<file path="src/rtl/hsid_pkg.sv">
// Shared widths and sequencer state encoding for the HSpecID-X run sequencer.
package hsid_pkg;

    localparam int HSID_WORD_WIDTH        = 32;
    localparam int HSID_HSP_BANDS_WIDTH   = 8;
    localparam int HSID_HSP_LIBRARY_WIDTH = 16;

    typedef logic [3:0] hsid_seq_state_t;

    localparam hsid_seq_state_t HSID_S_IDLE     = 4'd0;
    localparam hsid_seq_state_t HSID_S_REQ_CAP  = 4'd1;
    localparam hsid_seq_state_t HSID_S_WAIT_CAP = 4'd2;
    localparam hsid_seq_state_t HSID_S_REQ_LIB  = 4'd3;
    localparam hsid_seq_state_t HSID_S_WAIT_LIB = 4'd4;
    localparam hsid_seq_state_t HSID_S_EMIT     = 4'd5;
    localparam hsid_seq_state_t HSID_S_DRAIN    = 4'd6;
    localparam hsid_seq_state_t HSID_S_DONE     = 4'd7;
    localparam hsid_seq_state_t HSID_S_ERROR    = 4'd8;
    localparam hsid_seq_state_t HSID_S_ABORT    = 4'd9;

endpackage

</file>
<file path="src/rtl/hsid_x_mse_track.sv">
// Running min/max of per-pixel MSE results; ties keep the earlier pixel ref.
module hsid_x_mse_track
    import hsid_pkg::*;
#(
    parameter int WORD_WIDTH        = HSID_WORD_WIDTH,
    parameter int HSP_LIBRARY_WIDTH = HSID_HSP_LIBRARY_WIDTH
) (
    input  logic                         clk,
    input  logic                         rst_n,
    input  logic                         clear,
    input  logic                         valid,
    input  logic [WORD_WIDTH-1:0]        value,
    input  logic [HSP_LIBRARY_WIDTH-1:0] pix_ref,
    output logic [HSP_LIBRARY_WIDTH-1:0] min_ref,
    output logic [WORD_WIDTH-1:0]        min_value,
    output logic [HSP_LIBRARY_WIDTH-1:0] max_ref,
    output logic [WORD_WIDTH-1:0]        max_value
);

    logic have_first;

    always_ff @(posedge clk or negedge rst_n) begin
        if (!rst_n) begin
            have_first <= 1'b0;
            min_ref    <= '0;
            min_value  <= '0;
            max_ref    <= '0;
            max_value  <= '0;
        end else if (clear) begin
            have_first <= 1'b0;
            min_ref    <= '0;
            min_value  <= '0;
            max_ref    <= '0;
            max_value  <= '0;
        end else if (valid) begin
            if (!have_first) begin
                have_first <= 1'b1;
                min_ref    <= pix_ref;
                min_value  <= value;
                max_ref    <= pix_ref;
                max_value  <= value;
            end else begin
                if (value < min_value) begin
                    min_ref   <= pix_ref;
                    min_value <= value;
                end
                if (value > max_value) begin
                    max_ref   <= pix_ref;
                    max_value <= value;
                end
            end
        end
    end

endmodule

</file>
<file path="src/rtl/hsid_x_seq.sv">
// HSpecID-X run sequencer: fetches captured/library band pairs over a read-only
// bus, streams them to the MSE datapath and tracks min/max MSE per run.
module hsid_x_seq
    import hsid_pkg::*;
#(
    parameter int WORD_WIDTH        = HSID_WORD_WIDTH,
    parameter int HSP_BANDS_WIDTH   = HSID_HSP_BANDS_WIDTH,
    parameter int HSP_LIBRARY_WIDTH = HSID_HSP_LIBRARY_WIDTH
) (
    input  logic                         clk,
    input  logic                         rst_n,
    input  logic                         start,
    input  logic                         clear,
    input  logic [HSP_LIBRARY_WIDTH-1:0] library_size,
    input  logic [HSP_BANDS_WIDTH-1:0]   pixel_bands,
    input  logic [WORD_WIDTH-1:0]        captured_pixel_addr,
    input  logic [WORD_WIDTH-1:0]        library_pixel_addr,
    output logic                         idle,
    output logic                         ready,
    output logic                         done,
    output logic                         error,
    output logic                         mem_req,
    output logic [WORD_WIDTH-1:0]        mem_addr,
    input  logic                         mem_gnt,
    input  logic                         mem_rvalid,
    input  logic [WORD_WIDTH-1:0]        mem_rdata,
    output logic                         band_valid,
    input  logic                         band_ready,
    output logic [WORD_WIDTH-1:0]        band_cap,
    output logic [WORD_WIDTH-1:0]        band_lib,
    output logic                         band_last,
    output logic [HSP_LIBRARY_WIDTH-1:0] band_ref,
    input  logic                         mse_valid,
    input  logic [WORD_WIDTH-1:0]        mse_value,
    output logic [HSP_LIBRARY_WIDTH-1:0] mse_min_ref,
    output logic [WORD_WIDTH-1:0]        mse_min_value,
    output logic [HSP_LIBRARY_WIDTH-1:0] mse_max_ref,
    output logic [WORD_WIDTH-1:0]        mse_max_value
);

    localparam int WW  = WORD_WIDTH;
    localparam int HBW = HSP_BANDS_WIDTH;
    localparam int HLW = HSP_LIBRARY_WIDTH;

    hsid_seq_state_t state, state_nxt;

    logic [HBW-1:0] bands_q, band_idx, band_nxt;
    logic [HLW-1:0] lib_size_q, pix_idx;
    logic [HLW:0]   res_cnt;
    logic [WW-1:0]  cap_base_q, lib_base_q, lib_off, addr_q;
    logic           abort_gnt;

    logic in_rest, in_req, in_wait, start_ok, cfg_bad, go, hs;
    logic last_band, last_pix, mse_acc, trk_clear;

    assign in_rest   = (state == HSID_S_IDLE) || (state == HSID_S_DONE) || (state == HSID_S_ERROR);
    assign in_req    = (state == HSID_S_REQ_CAP) || (state == HSID_S_REQ_LIB);
    assign in_wait   = (state == HSID_S_WAIT_CAP) || (state == HSID_S_WAIT_LIB);
    assign start_ok  = start && !clear && in_rest;
    assign cfg_bad   = (library_size == '0) || (pixel_bands == '0);
    assign go        = start_ok && !cfg_bad;
    assign hs        = (state == HSID_S_EMIT) && band_ready;
    assign last_band = (band_idx == bands_q - 1'b1);
    assign last_pix  = (pix_idx == lib_size_q - 1'b1);
    assign band_nxt  = last_band ? '0 : band_idx + 1'b1;
    assign mse_acc   = mse_valid && !in_rest;
    assign trk_clear = go || (state_nxt == HSID_S_IDLE);

    always_comb begin
        state_nxt = state;
        unique case (state)
            HSID_S_IDLE, HSID_S_DONE, HSID_S_ERROR:
                if (start_ok) state_nxt = cfg_bad ? HSID_S_ERROR : HSID_S_REQ_CAP;
            HSID_S_REQ_CAP:  if (mem_gnt)    state_nxt = HSID_S_WAIT_CAP;
            HSID_S_WAIT_CAP: if (mem_rvalid) state_nxt = HSID_S_REQ_LIB;
            HSID_S_REQ_LIB:  if (mem_gnt)    state_nxt = HSID_S_WAIT_LIB;
            HSID_S_WAIT_LIB: if (mem_rvalid) state_nxt = HSID_S_EMIT;
            HSID_S_EMIT:     if (hs) state_nxt = (last_band && last_pix) ? HSID_S_DRAIN : HSID_S_REQ_CAP;
            HSID_S_DRAIN:    if (res_cnt == {1'b0, lib_size_q}) state_nxt = HSID_S_DONE;
            HSID_S_ABORT:    if (abort_gnt && mem_rvalid) state_nxt = HSID_S_IDLE;
            default:         state_nxt = HSID_S_IDLE;
        endcase
        // A read already in flight must be granted and its data drained before IDLE.
        if (clear && state != HSID_S_ABORT) begin
            if (in_req || (in_wait && !mem_rvalid)) state_nxt = HSID_S_ABORT;
            else                                    state_nxt = HSID_S_IDLE;
        end
    end

    always_ff @(posedge clk or negedge rst_n) begin
        if (!rst_n) begin
            state      <= HSID_S_IDLE;
            bands_q    <= '0;
            lib_size_q <= '0;
            cap_base_q <= '0;
            lib_base_q <= '0;
            band_idx   <= '0;
            pix_idx    <= '0;
            res_cnt    <= '0;
            lib_off    <= '0;
            addr_q     <= '0;
            band_cap   <= '0;
            band_lib   <= '0;
        end else begin
            state <= state_nxt;
            if (go) begin
                bands_q    <= pixel_bands;
                lib_size_q <= library_size;
                cap_base_q <= captured_pixel_addr;
                lib_base_q <= library_pixel_addr;
                band_idx   <= '0;
                pix_idx    <= '0;
                res_cnt    <= '0;
                lib_off    <= '0;
                addr_q     <= captured_pixel_addr;
            end else begin
                if (mse_acc) res_cnt <= res_cnt + 1'b1;
                if (state == HSID_S_WAIT_CAP && mem_rvalid) begin
                    band_cap <= mem_rdata;
                    addr_q   <= lib_base_q + lib_off;
                    lib_off  <= lib_off + WW'(4);
                end
                if (state == HSID_S_WAIT_LIB && mem_rvalid) band_lib <= mem_rdata;
                if (hs) begin
                    band_idx <= band_nxt;
                    if (last_band) pix_idx <= pix_idx + 1'b1;
                    addr_q <= cap_base_q + {{(WW-HBW-2){1'b0}}, band_nxt, 2'b00};
                end
            end
        end
    end

    always_ff @(posedge clk or negedge rst_n) begin
        if (!rst_n) begin
            abort_gnt <= 1'b0;
        end else if (clear && state != HSID_S_ABORT && (in_req || in_wait)) begin
            abort_gnt <= in_wait || mem_gnt;
        end else if (state == HSID_S_ABORT && mem_gnt) begin
            abort_gnt <= 1'b1;
        end
    end

    assign mem_req    = in_req || (state == HSID_S_ABORT && !abort_gnt);
    assign mem_addr   = addr_q;
    assign idle       = in_rest;
    assign ready      = (state == HSID_S_IDLE);
    assign done       = (state == HSID_S_DONE);
    assign error      = (state == HSID_S_ERROR);
    assign band_valid = (state == HSID_S_EMIT);
    assign band_last  = band_valid && last_band;
    assign band_ref   = pix_idx;

    hsid_x_mse_track #(
        .WORD_WIDTH        (WW),
        .HSP_LIBRARY_WIDTH (HLW)
    ) u_track (
        .clk       (clk),
        .rst_n     (rst_n),
        .clear     (trk_clear),
        .valid     (mse_acc),
        .value     (mse_value),
        .pix_ref   (res_cnt[HLW-1:0]),
        .min_ref   (mse_min_ref),
        .min_value (mse_min_value),
        .max_ref   (mse_max_ref),
        .max_value (mse_max_value)
    );

endmodule

</file>
<file path="config.mk">
export PLATFORM = sky130hd
export DESIGN_NAME = hsid_x_seq
export DESIGN_NICKNAME = d
export VERILOG_FILES = /design/src/rtl/hsid_pkg.sv /design/src/rtl/hsid_x_mse_track.sv /design/src/rtl/hsid_x_seq.sv
export SDC_FILE = /design/constraint.sdc
export NUM_CORES = 1
export LEC_CHECK = 0
export CORE_MARGIN = 1.5
export CORE_UTILIZATION = 30
export CTS_CLUSTER_DIAMETER = 60
export DETAILED_ROUTE_END_ITERATION = 8
export PLACE_DENSITY = 0.53
export SYNTH_ARGS = -nofsm -noshare
export SYNTH_HDL_FRONTEND = slang
export SYNTH_SLANG_ARGS = --single-unit
</file>
<file path="constraint.sdc">
create_clock -name clk -period 5.85 [get_ports clk]
set_clock_uncertainty 0.2 [all_clocks]
set_input_delay 0.585 -clock clk [delete_from_list [all_inputs] [get_ports clk]]
set_output_delay 0.585 -clock clk [all_outputs]
set_load 0.02 [all_outputs]
</file>
After elaboration in Yosys (flattened, before gate mapping)
Index checks and enable logic that the tools add are counted.
- output and inout port bits: 215
- word-level logic and storage cells: 137
- input bits: 160
- flip-flop bits (word level): 359
- muxes and demuxes: 46
- bitwise gates (word level): 1
- order comparisons: 2
- reduce and logical (&&, ||, !) cells: 47
- add/subtract/negate cells: 8
- equal/unequal tests: 15
- operators with widths (cell ; number):
    $mux W32 ; 13
    $mux W16 ; 11
    $mux W4 ; 11
    $mux W17 ; 2
    $add A32 B10 Y32 ; 1
    $add A32 B3 Y32 const B ; 1
    $add A32 B32 Y32 ; 1
    $gt A32 B32 Y1 ; 1
    $lt A32 B32 Y1 ; 1
    $pmux W4 S8 ; 1
    $mux W8 ; 3
    $add A17 B1 Y17 const B ; 1
    $eq A17 B16 Y1 ; 1
    $add A16 B1 Y16 const B ; 1
    $eq A16 B16 Y1 ; 1
    $eq A4 B3 Y1 const B ; 4
    $logic_not A16 Y1 ; 1
    $sub A16 B1 Y16 const B ; 1
    $logic_and A1 B1 Y1 ; 15
    $reduce_bool A2 Y1 ; 6
    $logic_or A1 B1 Y1 ; 10
    $reduce_and A2 Y1 ; 5
    $add A8 B1 Y8 const B ; 1
    $eq A4 B2 Y1 const B ; 2
    other kinds (14) ; 24

Longest topological paths before layout
- depth after elaboration: 11
- mapped depth: 20
- mapped depth without buffers: 18

Cells and area by module
From an unflattened synthesis, not the netlist that was laid out.
- cells, all modules: 2299
- area total of the unflattened synthesis: 20971.4 um^2
- modules (own cells, without submodules) (module ; cells each ; area each (um^2) ; times used ; sequential area each (um^2)):
    hsid_x_seq ; 1571 ; 14126.0 ; 1 ; 6506.2
    hsid_x_mse_track ; 728 ; 6845.3 ; 1 ; 2427.3

Worst setup path after synthesis
OpenSTA, ideal clock, no wires.
- path kind: register to register
- start point: register bands_q[0]
- end point: register addr_q[26] (netlist: mem_addr[26])
- period minus slack after synthesis: 4.423 ns
- path buffers: 2
- data required time: 5.518 ns
- library setup time: 0.132 ns
- arrival: 4.092 ns
- setup slack: 1.427 ns
- cell stages (with the launch flop): 21
- cells stage by stage: dfrtp_1 -> inv_1 -> ha_1 -> nor3b_1 -> mux2i_1 -> mux2i_1 -> a22o_1 -> and3_1 -> clkbuf_1 -> clkbuf_1 -> nor2_1 -> ha_1 -> fa_1 -> a21oi_1 -> nor2_1 -> nor3_1 -> nor2_1 -> nor4b_1 -> xor2_1 -> a221oi_1 -> o21ai_0
- cells in the longest elaborated chain, start to end: 6
- ends and longest elaborated chain (item ; RTL line ; source):
    start: declaration ; hsid_x_seq.sv:47 ; logic [HBW-1:0] bands_q, band_idx, band_nxt;
    start signal: assignment ; hsid_x_seq.sv:107 ; bands_q <= pixel_bands;
    $sub A8 B1 Y8 ; hsid_x_seq.sv:63 ; assign last_band = (band_idx == bands_q - 1'b1);
    $eq A8 B8 Y1 ; hsid_x_seq.sv:63 ;
    $mux W8 ; hsid_x_seq.sv:65 ; assign band_nxt = last_band ? '0 : band_idx + 1'b1;
    $add A32 B10 Y32 ; hsid_x_seq.sv:127 ; addr_q <= cap_base_q + {{(WW-HBW-2){1'b0}}, band_nxt, 2'b00};
    $mux W32 ; hsid_x_seq.sv:124 ; if (hs) begin
    $mux W32 ; hsid_x_seq.sv:106 ; if (go) begin
    end signal: assignment ; hsid_x_seq.sv:115 ; addr_q <= captured_pixel_addr;
    end signal: assignment ; hsid_x_seq.sv:120 ; addr_q <= lib_base_q + lib_off;
    end signal: assignment ; hsid_x_seq.sv:127 ;
    end: declaration ; hsid_x_seq.sv:50 ; logic [WW-1:0] cap_base_q, lib_base_q, lib_off, addr_q;
Every way passes these cells.
A chain may end at the register's enable or synchronous reset.

Worst setup path after layout
Same ends and word-level chain as after synthesis.

==> results.toml <==
[outcome]
outcome = "completed"

[finish]
fillCellCount = 6733
insertedDiodeCount = 0
fin_nets = 2834
fin_area_sq_um = 26900
ff_latch_area_sq_um = 8930
area_growth_pct = 30.5
drive_gt1_share_pct = 6.03
multiInputGateArea_sq_um = 10800

[clock_tree]
cts_resized = 0
clock_latency_ns = 0.62
cts.path.max_buffers = 3
htreeDepth = 2
clock-sinks = 357
cts_setup_buffers = 0
cts_tree = "yes"
cts-buffers-inserted = 49
cts_hold_buf = 1
cts-root-buf = "clkbuf_16"
clk_pin_slew_ns = 0.06

[floorplanning]
initial_utilization_pct = 30.5
die_w_um = 265
chipHeight_um = 265
std_cell_rows = 95
io_pins = 375
fp.coreArea_sq_um = 67500
dieArea_sq_um = 70200

[setup_path]
required_ns = 6.14
worstSetupPathType = "reg -> reg"
cp-start-kind = "flop"
worstPathMaxFanout = 17
arrival_ns = 5.11
reg2reg_depth = 19
endpoint_kind = "flop"
reg2reg_to = "mem_addr[26]"
rr_startpoint = "bands_q[0]"
reg2reg_slack_ns = 1.03

[placement]
port_buffers = 374
dpl_cell_area_sq_um = 25200
pre_cts_ws_ns = 0.997
hpwl_mm = 51.4
place_congestion = 0.918

[timing]
slew_viol_final = 0
rsz0062_at_grt = "false"
fmax_ghz = 0.207
worst_pin_slew_ns = 1.08
setup_tns_ns = 0
finalCritPeriodShare_pct = 82.5
finalCriticalPeriod_ns = 4.82
hold_violations = 0
fin_ws_ns = 1.03
relSlewSlack_pct = 27.7
setup_viol = 0

[power]
p_per_area_nw_per_um2 = 472
p_sw_mw = 5.18
vdd_drop_max_mv = 0.272
p_comb_share_pct = 43.4
swShare_pct = 40.9
seq_power_share_pct = 32.4
internal_power_mw = 7.50
clkPwrFrac_pct = 24.3
leakage_nw = 11.9

[synth]
ys_seq_area_share_pct = 43.4
synth_top_area_cell = "dfrtp_1"
netlist.area_leader.share_pct = 43.4
synth_ff_type = "dfrtp_1"
synth_common_cells = "nand2_1, dfrtp_1, nor2_1"
synth-adder-area-share_pct = 6.54
synth_most_common_cell = "nand2_1"
synthCells = 2261
synth-compound-area-share_pct = 17.0
synth_warnings = 0
synth_top_family_by_area = "simple AND/OR/NAND/NOR gates"
synth-simple-area-share_pct = 18.2
synth_xor_xnor_area_share_pct = 5.95
synth_area_sq_um = 20600
ys_top_cells_by_area = "dfrtp_1, nand2_1, ha_1, xor2_1, xnor2_1"
syn_nets = 2528
synth_cell_types = 72
synth.avg_cell_area_sq_um = 9.11
synth-edff-count = 0
postSynth.asyncResetShare_pct = 100
ys_ff_latch = 357
muxShareOfSynthArea_pct = 4.42

[detailed_routing]
drtPass1Iterations = 5
routedWlPerCell_um = 20.8
totalWireLength_mm = 72.3
ant_nets = 0
dr_total_vias = 18500
drc = 0
via_per_inst = 5.33
drtIter0Drc = 1270

[global_route]
grt_max_degree = 163
grt_pass1_vias = 18800
grt.overflow.total = 0
grt_pass1_wl_mm = 113
track_usage_pct = 20.5
antenna_found_initial = 4

[hold_path]
min_from = "band_cap[8]"
hold_path_end = "band_cap[8]"
holdPathStages = 2
min_path_type = "reg -> reg"

[flow_run]
maxCapViolCount = 0
[worst max-delay path: stages, from the launching register on]
cell      delay, ns
dfrtp_1        0.42
inv_1          0.09
ha_1           0.17
nor3b_1        0.47
mux2i_1        0.25
mux2i_1        0.09
a22o_1         0.24
and3_1         0.18
buf_4          0.21
nor2_1         0.12
ha_1           0.19
fa_1           0.21
a21oi_1        0.09
nor2_1         0.15
nor3_1         0.10
nor2_1         0.67
nor4b_1        0.37
xor2_1         0.13
a221oi_1       0.26
o21ai_0        0.12
[sequential cells by signal, summed over array words and instances (netlist names), 17 cells and up]
signal             flops
mem_addr              32
lib_base_q            32
lib_off               30
u_track.min_value     32
u_track.max_value     32
cap_base_q            32
res_cnt               17
band_lib              32
band_cap              32
[logic make-up (layout without fill, tap and decap cells)]
logic type | Yosys count | after routing
adder cells (fa/ha/maj) | 107 | 107
AO/OA/AOI/OAI | 509 | 509
buffers and inverters | 237 | 580
AND/OR/NAND/NOR | 824 | 824
flip-flops | 357 | 357
XOR/XNOR | 140 | 140
multiplexers | 87 | 87
[per-stage QoR]
step                      utilization, %  std cells  hold slack (ns)  power, mW
after global placement              37.3       3388            0.260       9.53
after CTS                           39.8       3477            0.263       12.8
after global routing                39.8       3477            0.292       13.5
final                               39.8       3477            0.274       12.7
after floorplan                        -       2261           0.0894       7.30
after detailed placement            37.3       3388            0.261       9.64
[worst max-delay path by stage]
stage          startpoint           end  slack (ns)  cells after the start
6_report       bands_q[0]  mem_addr[26]        1.03                     19
5_1_grt        bands_q[0]  mem_addr[26]        0.59                     19
4_1_cts        bands_q[0]  mem_addr[26]        1.02                     19
3_5_place_dp   bands_q[0]  mem_addr[26]         1.0                     19
3_3_place_gp   bands_q[0]  mem_addr[26]        1.08                     19
2_1_floorplan  bands_q[0]  mem_addr[26]        1.43                     20
[per-layer routing]
layer | GRT usage, % | part of all wire (%)
met4 | 5.87 | 2.5
met1 | 27.4 | 44
met3 | 4.18 | 6.5
met2 | 33.4 | 47
met5 | 0 | 0.077
[power by group through the flow]
stage / clock [mW] / sequential, mW / combinational (mW)
4_1_cts: 3.16 / 4.10 / 5.54
2_1_floorplan: 0 / 4.37 / 2.93
6_report: 3.07 / 4.10 / 5.50
5_1_grt: 3.27 / 4.22 / 6.02
3_5_place_dp: 0 / 4.13 / 5.51
3_3_place_gp: 0 / 4.10 / 5.43
[placed cells by master, fill, tap and decap left out, types with 11 or more instances in the layout]
cell type	instances
a311oi_1	50
o211ai_1	58
clkbuf_16	49
mux2i_1	55
nand3_1	45
nor3_1	26
nand2b_1	13
a221oi_1	11
nor4_1	20
inv_1	92
mux2_2	32
clkbuf_8	11
xor2_1	76
or3_1	26
a21oi_1	80
nand2_1	437
buf_4	19
nand4_1	35
o21ai_0	81
and2_1	13
clkdlybuf4s50_1	373
ha_1	106
a31oi_1	62
a21o_1	71
nor2b_1	16
and3_1	30
xnor2_1	64
dfrtp_1	357
nor2_1	119
[final cells by class]
type                    instances  share of cell area, %
multi-input cells            1667                   40.2
well taps                     873                   4.06
clock buffers                  67                   5.22
clock inverters                21                   1.03
repair buffers                400                   15.0
inverters                      92                   1.28
flip-flops and latches        357                   33.2
Power figures use the tool's default switching activity.
